<file path="config.mk">
export PLATFORM = sky130hd
export DESIGN_NAME = div
export DESIGN_NICKNAME = d
export VERILOG_FILES = /design/src/rtl/div_pkg.sv /design/src/rtl/div_step.sv /design/src/rtl/div.sv
export SDC_FILE = /design/constraint.sdc
export NUM_CORES = 1
export LEC_CHECK = 0
export ABC_AREA = 1
export CAP_MARGIN = 5
export CORE_ASPECT_RATIO = 1.4
export CORE_MARGIN = 8
export CORE_UTILIZATION = 50
export DETAILED_ROUTE_END_ITERATION = 10
export GPL_ROUTABILITY_DRIVEN = 1
export HOLD_SLACK_MARGIN = 0.02
export PLACE_DENSITY = 0.75
export SYNTH_ARGS = -nofsm -noshare
export SYNTH_HDL_FRONTEND = slang
export SYNTH_SLANG_ARGS = --single-unit
export TNS_END_PERCENT = 20
</file>
<file path="constraint.sdc">
create_clock -name clk_i -period 4.36 [get_ports clk_i]
set_clock_uncertainty 0.15 [all_clocks]
set_input_delay 1.09 -clock clk_i [delete_from_list [all_inputs] [get_ports clk_i]]
set_output_delay 1.09 -clock clk_i [all_outputs]
set_load 0.02 [all_outputs]
</file>
<file path="src/rtl/div_pkg.sv">
// div_pkg: shared constants and types for the sequential restoring divider.
//   DIVIDEND_W / DIVISOR_W / QUOT_W : operand and result widths
//   CNT_W / LAST_STEP               : iteration counter width and final step index
//   ERR_QUOT                        : quotient reported on divide-by-zero/overflow
//   div_state_e                     : FSM state encoding
package div_pkg;
  localparam int DIVIDEND_W = 31;
  localparam int DIVISOR_W  = 14;
  localparam int QUOT_W     = DIVIDEND_W - DIVISOR_W;  // also the iteration count
  localparam int CNT_W      = 5;

  localparam logic [CNT_W-1:0]  LAST_STEP = CNT_W'(QUOT_W - 1);
  localparam logic [QUOT_W-1:0] ERR_QUOT  = 17'h1FFFF;

  typedef enum logic {
    IDLE = 1'b0,
    CALC = 1'b1
  } div_state_e;
endpackage

</file>
<file path="src/rtl/div_step.sv">
// div_step: one combinational restoring-division step.
//   rem_i      : partial remainder, always < divisor_i on entry
//   in_bit_i   : next dividend bit shifted into the trial value
//   divisor_i  : latched divisor
//   rem_next_o : partial remainder after the step
//   qbit_o     : quotient bit produced by the step
module div_step
  import div_pkg::*;
(
  input  logic [DIVISOR_W-1:0] rem_i,
  input  logic                 in_bit_i,
  input  logic [DIVISOR_W-1:0] divisor_i,
  output logic [DIVISOR_W-1:0] rem_next_o,
  output logic                 qbit_o
);
  logic [DIVISOR_W:0] trial;

  always_comb begin
    trial  = {rem_i, in_bit_i};
    qbit_o = (trial >= {1'b0, divisor_i});
    // trial < 2*divisor, so the difference is below the divisor and its
    // low DIVISOR_W bits are exact even when computed modulo 2^DIVISOR_W.
    if (qbit_o) rem_next_o = trial[DIVISOR_W-1:0] - divisor_i;
    else        rem_next_o = trial[DIVISOR_W-1:0];
  end
endmodule

</file>
<file path="src/rtl/div.sv">
// div: 31-bit / 14-bit sequential restoring divider, 17-bit quotient,
// 14-bit remainder, 17 iterations per operation.
//   clk_i, reset_n_i : clock (rising edge), asynchronous active-low reset
//   div_a_i, div_b_i : dividend / divisor, sampled on an accepted start
//   div_en_i         : start request, level sampled every edge
//   div_q_o, div_r_o : registered quotient / remainder, held until next result
//   div_done_o       : one-cycle result pulse
//   div_busy_o       : high while iterating
//   div_err_o        : divide-by-zero or quotient overflow, qualified by done
//
// Handshake: a start is accepted on any edge where div_en_i=1 and the FSM is
// IDLE (including the done cycle); div_en_i in CALC is ignored. Each accepted
// start yields exactly one div_done_o pulse unless reset intervenes.
module div
  import div_pkg::*;
(
  input  logic                  clk_i,
  input  logic                  reset_n_i,
  input  logic [DIVIDEND_W-1:0] div_a_i,
  input  logic [DIVISOR_W-1:0]  div_b_i,
  input  logic                  div_en_i,
  output logic [QUOT_W-1:0]     div_q_o,
  output logic [DIVISOR_W-1:0]  div_r_o,
  output logic                  div_done_o,
  output logic                  div_busy_o,
  output logic                  div_err_o
);
  div_state_e           state_q, state_d;
  logic [CNT_W-1:0]     cnt_q, cnt_d;
  logic [DIVISOR_W-1:0] rem_q, rem_d;
  logic [DIVISOR_W-1:0] dvs_q, dvs_d;
  // Dividend bits leave at the MSB while quotient bits enter at the LSB;
  // after the last step this register holds the complete quotient.
  logic [QUOT_W-1:0]    sh_q, sh_d;
  logic [QUOT_W-1:0]    quot_q, quot_d;
  logic [DIVISOR_W-1:0] rout_q, rout_d;
  logic                 done_q, done_d;
  logic                 busy_q, busy_d;
  logic                 err_q, err_d;

  logic [DIVISOR_W-1:0] step_rem;
  logic                 step_qbit;
  logic [DIVISOR_W-1:0] a_hi;

  assign a_hi = div_a_i[DIVIDEND_W-1:QUOT_W];

  div_step u_step (
    .rem_i     (rem_q),
    .in_bit_i  (sh_q[QUOT_W-1]),
    .divisor_i (dvs_q),
    .rem_next_o(step_rem),
    .qbit_o    (step_qbit)
  );

  always_comb begin
    state_d = state_q;
    cnt_d   = cnt_q;
    rem_d   = rem_q;
    dvs_d   = dvs_q;
    sh_d    = sh_q;
    quot_d  = quot_q;
    rout_d  = rout_q;
    done_d  = 1'b0;
    busy_d  = busy_q;
    err_d   = err_q;
    unique case (state_q)
      IDLE: begin
        if (div_en_i) begin
          // High dividend half >= divisor means the quotient needs more
          // than QUOT_W bits; b==0 is caught by the same compare.
          if (div_b_i == '0 || a_hi >= div_b_i) begin
            quot_d = ERR_QUOT;
            rout_d = '0;
            err_d  = 1'b1;
            done_d = 1'b1;
          end else begin
            rem_d   = a_hi;
            sh_d    = div_a_i[QUOT_W-1:0];
            dvs_d   = div_b_i;
            cnt_d   = '0;
            busy_d  = 1'b1;
            state_d = CALC;
          end
        end
      end
      CALC: begin
        rem_d = step_rem;
        sh_d  = {sh_q[QUOT_W-2:0], step_qbit};
        cnt_d = cnt_q + 1'b1;
        if (cnt_q == LAST_STEP) begin
          quot_d  = {sh_q[QUOT_W-2:0], step_qbit};
          rout_d  = step_rem;
          err_d   = 1'b0;
          done_d  = 1'b1;
          busy_d  = 1'b0;
          cnt_d   = '0;
          state_d = IDLE;
        end
      end
      default: state_d = IDLE;
    endcase
  end

  always_ff @(posedge clk_i or negedge reset_n_i) begin
    if (!reset_n_i) begin
      state_q <= IDLE;
      cnt_q   <= '0;
      rem_q   <= '0;
      dvs_q   <= '0;
      sh_q    <= '0;
      quot_q  <= '0;
      rout_q  <= '0;
      done_q  <= 1'b0;
      busy_q  <= 1'b0;
      err_q   <= 1'b0;
    end else begin
      state_q <= state_d;
      cnt_q   <= cnt_d;
      rem_q   <= rem_d;
      dvs_q   <= dvs_d;
      sh_q    <= sh_d;
      quot_q  <= quot_d;
      rout_q  <= rout_d;
      done_q  <= done_d;
      busy_q  <= busy_d;
      err_q   <= err_d;
    end
  end

  assign div_q_o    = quot_q;
  assign div_r_o    = rout_q;
  assign div_done_o = done_q;
  assign div_busy_o = busy_q;
  assign div_err_o  = err_q;
endmodule
</file>
Word level (Yosys, flattened, before mapping)
Index checks and enable logic that the tools add are counted.
Widths: inputs -> output; s select.
- add/subtract/negate cells: 2
- magnitude comparators: 2
- equality and inequality tests: 5
- multiplexer cells: 34
- bitwise logic cells: 2
- reduce and logical (&&, ||, !) cells: 6
- operators by type and width (operator ; number):
    $mux 17 ; 5
    $mux 14 ; 6
    $pmux 17 s2 ; 2
    $pmux 14 s2 ; 2
    $ge 15x14->1 ; 1
    $mux 5 ; 3
    $ge 14x14->1 ; 1
    $logic_not 14->1 ; 1
    $sub 14x14->14 ; 1
    $mux 1 ; 11
    $pmux 5 s2 ; 1
    $reduce_and 3->1 ; 3
    $pmux 1 s2 ; 4
    $ne 2x2->1 const B ; 3
    $add 5x1->5 const B ; 1
    $eq 5x5->1 const B ; 1
    $ne 2x1->1 const B ; 1
    $not 1->1 ; 2
    $reduce_and 2->1 ; 1
    $logic_or 1x1->1 ; 1
- register bits after elaboration: 85
- input port bits: 48
- output and inout bits: 34
- logic and storage cells: 61

Logic depth before layout (Yosys ltp)
- depth in word-level cells: 5
- depth in mapped cells: 16
- mapped depth without buffers: 15

Hierarchy
From an unflattened synthesis, not the netlist that was laid out.
- cells, all modules: 825
- area, all modules: 5884.4 µm²
- modules (own cells, without submodules) (module ; times used ; cells an instance ; area an instance (µm²) ; sequential area each (µm²)):
    div ; 1 ; 597 ; 4625.7 ; 2127.0
    div_step ; 1 ; 228 ; 1258.7 ; 0.0

Worst setup path after synthesis
OpenSTA, ideal clock, no wires.
- path type: input-to-reg
- start: input div_b_i[13]
- end: register rout_q[10] (netlist: div_r_o[10])
- setup time: 117 ps
- data arrival time: 2420 ps
- data required time: 4093 ps
- slack: 1673 ps
- stages: 14
- path buffers: 2
- path through: inv_1 > ha_1 > nand2_1 > inv_1 > a21oi_1 > o21ai_1 > nor2_2 > nand3_2 > nand2_4 > nand2_4 > buf_6 > buf_6 > nand2_1 > nand2_1
- word-level cells in the longest chain between the ends: 4
- elaborated cells between the ends (all ways): 5
- classes of those cells: 1 x order compare; 1 x eq/ne; 3 x reduce/logical
- ends and longest elaborated chain (item ; line ; source):
    start: declaration ; div.sv:20 ; input logic [DIVISOR_W-1:0] div_b_i,
    $ge 14x14->1 or $logic_not 14->1 (tied branches) ; div.sv:71 ; if (div_b_i == '0 || a_hi >= div_b_i) begin
    $logic_or 1x1->1 * ; div.sv:71 ;
    $ne 2x2->1 (no source line) * ; -- ;
    $reduce_and 3->1 (no source line) * ; -- ;
    end signal: assignment ; div.sv:123 ; rout_q <= rout_d;
    end: declaration ; div.sv:36 ; logic [DIVISOR_W-1:0] rout_q, rout_d;
Mark *: on every way between the ends. The rest lies on a longest branch, timed or not.
A chain may end at the register's enable or synchronous reset.

Worst setup path in the final report
- start: input div_b_i[13]
- end: register quot_q[13] (netlist: div_q_o[13])
- word-level cells in the longest chain between the ends: 4
- elaborated cells between the ends (all ways): 5
- classes of those cells: 1 x order compare; 1 x eq/ne; 3 x reduce/logical
- ends and longest elaborated chain (item ; line ; source):
    $ge 14x14->1 or $logic_not 14->1 (tied branches) ; div.sv:71 ;
    $logic_or 1x1->1 * ; div.sv:71 ;
    $ne 2x2->1 (no source line) * ; -- ;
    $reduce_and 3->1 (no source line) * ; -- ;
    end signal: assignment ; div.sv:122 ; quot_q <= quot_d;
    end: declaration ; div.sv:35 ; logic [QUOT_W-1:0] quot_q, quot_d;
Marked as above.

==> flow_summary.json <==
{
  "cts_tree": "built",
  "synth.area.mux_share": 0,
  "timing.final.crit_share": 0.772,
  "syn_area_mm2": 0.00544,
  "grt_pass1_wl_um": 25000,
  "gp_routability_congestion": 0.888,
  "path_clk_slew_ps": 60,
  "die_x_um": 104,
  "syn_to_final_growth_pct": 20.3,
  "yosysSeqAreaShare": 0.391,
  "synth_top_family_by_area": "simple AND/OR/NAND/NOR gates",
  "p_leak_uw": 0.00351,
  "cts_buffers": 9,
  "hold_path.class": "reg -> reg",
  "seqPwrFrac": 0.255,
  "dieArea_mm2": 0.0145,
  "ant_nets": 0,
  "crit_arrival_ps": 3420,
  "grt_max_degree": 86,
  "peakVddDrop_v": 0.000470,
  "synth_compound_area_frac": 0.0539,
  "num_vias": 5067,
  "p_switching_uw": 2940,
  "yosys_warnings": 0,
  "combPwrFrac": 0.625,
  "syn_nets": 838,
  "start_kind": "primary input",
  "synthFlopType": "dfrtp_1",
  "grt-ovfl-total": 0,
  "routedWlPerCell_um": 15.6,
  "firstDrtPassIters": 5,
  "path_cells": "clkdlybuf4s50_1 > inv_1 > ha_1 > nand2_1 > inv_1 > a21oi_1 > o21ai_1 > nor2_2 > nand3_2 > nand2_4 > nand2_4 > nor2_1 > a21oi_2",
  "h-tree-depth": 3,
  "core-area_mm2": 0.0107,
  "power_density_mw_per_mm2": 896,
  "io_pins": 82,
  "drv_slew": 0,
  "cp.required_ps": 4410,
  "critPathSlowestCell": "clkdlybuf4s50_1",
  "final_nets": 908,
  "place_ws_ps": 671,
  "synth_xor_area_frac": 0.0113,
  "clock-sinks": 85,
  "clk_latency_ps": 340,
  "achievable-frequency_mhz": 297,
  "post_cts_resize_count": 0,
  "ys_seq_elements": 85,
  "grt_use_total": 0.213,
  "worst_pin_slew_ps": 1050,
  "slowest_delay_ps": 480,
  "hold_viol": 0,
  "synth_cells": 759,
  "yosys.area_share.simple": 0.375,
  "clockBufferDepth": 2,
  "ctsHoldBuffers": 0,
  "grt_pass1_vias": 5151,
  "syn_area_per_cell_um2": 7.16,
  "cts-root-buf": "clkbuf_16",
  "drtIter0Drc": 361,
  "antenna_found_initial": 0,
  "setup_viol": 0,
  "wirelength_um": 15200,
  "slew_headroom": 0.297,
  "p_sw_frac": 0.501,
  "nFillCells": 976,
  "synth_cell_types": 33,
  "core.rowCount": 45,
  "pwr-share-clk": 0.120,
  "worst-path-max-fanout": 48,
  "crit_path_end_kind": "flip-flop",
  "initial_utilization": 0.508,
  "post-route-drc-count": 0,
  "n_antenna_cell": 0,
  "outcome": "completed",
  "critPathKind": "in -> reg",
  "postCtsSetupBuffers": 0,
  "drive_gt1_frac": 0.0888,
  "dpl.hpwl_um": 11300,
  "synth_edf_count": 0,
  "yosys.area_share.adder": 0.0727,
  "p_int_uw": 2920,
  "viasPerCell": 5.20,
  "maxCapViolCount": 0,
  "port_buffers": 81,
  "finalSetupTns_ps": 0,
  "layout_setup_ws_ps": 992,
  "rsz0062_at_grt": "no",
  "dieHeight_um": 139,
  "synthArstFlopShare": 1.00,
  "period_needed_ps": 3370
}
==> per-layer routing <==
layer / track usage / up-vias / wire length, um
met5: 0 / - / 0
met4: 0.111 / 0 / 463
met3: 0.0407 / 27 / 749
met2: 0.386 / 145 / 8060
met1: 0.229 / 2406 / 5900
li1: - / 2489 / -
==> critical path: cells and delay by family <==
kind	cells	cell delay (ps)
adder cells (fa/ha/maj)	1	290
AND/OR/NAND/NOR	6	1140
buffers and inverters	3	600
AO/OA/AOI/OAI	3	300
==> layout by cell type, fill, tap and decap left out, types with 2 or more instances in the layout <==
cell	n
nand3b_1	3
clkinvlp_4	2
nand3_2	2
nor2_2	5
xor2_1	5
dfrtp_1	85
o21ai_1	3
nand3_1	58
a21oi_1	15
clkdlybuf4s50_1	80
nand2_4	12
buf_4	4
nor2_1	101
o21ai_0	23
a21oi_2	10
nand4_1	7
clkinv_2	2
xnor2_1	2
clkbuf_16	9
nor2_4	3
inv_2	14
nand2_2	6
inv_1	79
nand2_1	265
ha_1	30
==> area by class of cell <==
cell class / count / area [um2] / share of cell area
inverter: 93 / 349 / 0.0534
timing repair buffer: 84 / 831 / 0.127
clock buffer: 11 / 243 / 0.0371
sequential: 85 / 2130 / 0.325
clock inverter: 4 / 25.0 / 0.00383
multi-input combinational: 556 / 2790 / 0.426
tap: 141 / 176 / 0.0270
==> state kept, by name, summed over array words and instances (netlist names) <==
| name | flops |
|---|---|
| sh_q | 17 |
| state_q | 1 |
| div_done_o | 1 |
| div_err_o | 1 |
| div_busy_o | 1 |
| dvs_q | 14 |
| rem_q | 14 |
| cnt_q | 5 |
| div_r_o | 14 |
| div_q_o | 17 |
==> worst paths after layout <==
kind / depth (start not counted) / endpoint / startpoint / slack (ps)
min: 2 / sh_q[11] / sh_q[11] / 330
max reg2reg: 14 / div_r_o[9] / rem_q[4] / 1550
min reg2reg: 2 / sh_q[11] / sh_q[11] / 330
max: 13 / div_q_o[13] / div_b_i[13] / 990
min in group asynchronous: 1 / div_q_o[12] / reset_n_i / 780
max in group asynchronous: 1 / rem_q[13] / reset_n_i / 2600
==> cells in the mapped netlist, types with 2 or more instances <==
| library cell | n | area (um2) |
|---|---|---|
| dfrtp_1 | 85 | 2130 |
| nand2_1 | 265 | 995 |
| nor2_1 | 101 | 379 |
| inv_2 | 14 | 52.6 |
| buf_6 | 4 | 45.0 |
| nor2_2 | 5 | 31.3 |
| o21ai_1 | 3 | 15.0 |
| o21ai_0 | 23 | 115 |
| nand3b_1 | 3 | 22.5 |
| buf_2 | 8 | 40.0 |
| nand3_1 | 58 | 290 |
| xor2_1 | 5 | 43.8 |
| inv_1 | 79 | 297 |
| a21oi_1 | 15 | 75.1 |
| buf_4 | 3 | 22.5 |
| ha_1 | 30 | 375 |
| xnor2_1 | 2 | 17.5 |
| a21oi_2 | 10 | 87.6 |
| nand2_4 | 12 | 135 |
| nand4_1 | 7 | 43.8 |
| buf_1 | 2 | 7.51 |
| nor2_4 | 3 | 33.8 |
| clkbuf_1 | 6 | 22.5 |
| nand3_2 | 2 | 20.0 |
| nand2_2 | 6 | 37.5 |
==> metrics by stage <==
| stage | util | instances | total power [uW] | cell area (um2) | hold WS, ps |
|---|---|---|---|---|---|
| CTS | 0.611 | 974 | 5850 | 6540 | 336 |
| global route | 0.611 | 974 | 6390 | 6540 | 362 |
| detailed placement | 0.586 | 959 | 5120 | 6270 | 316 |
| global placement | 0.586 | 959 | 5000 | 6270 | 312 |
| floorplan | - | 759 | 4100 | 5440 | 300 |
| finish | 0.611 | 974 | 5860 | 6540 | 332 |
==> cells by family after synthesis <==
group                    Yosys count
flip-flops                        85
XOR/XNOR                           7
buffers and inverters            118
AO/OA/AOI/OAI                     51
AND/OR/NAND/NOR                  467
adder cells (fa/ha/maj)           31
==> power groups by stage <==
| stage | logic [uW] | clock network (uW) | registers [uW] |
|---|---|---|---|
| after global placement | 3520 | 0 | 1480 |
| after floorplan | 2510 | 0 | 1590 |
| after detailed placement | 3620 | 0 | 1500 |
| final | 3660 | 703 | 1490 |
| after global routing | 4120 | 738 | 1530 |
| after CTS | 3650 | 709 | 1490 |
(Power assumes the default switching activity.)
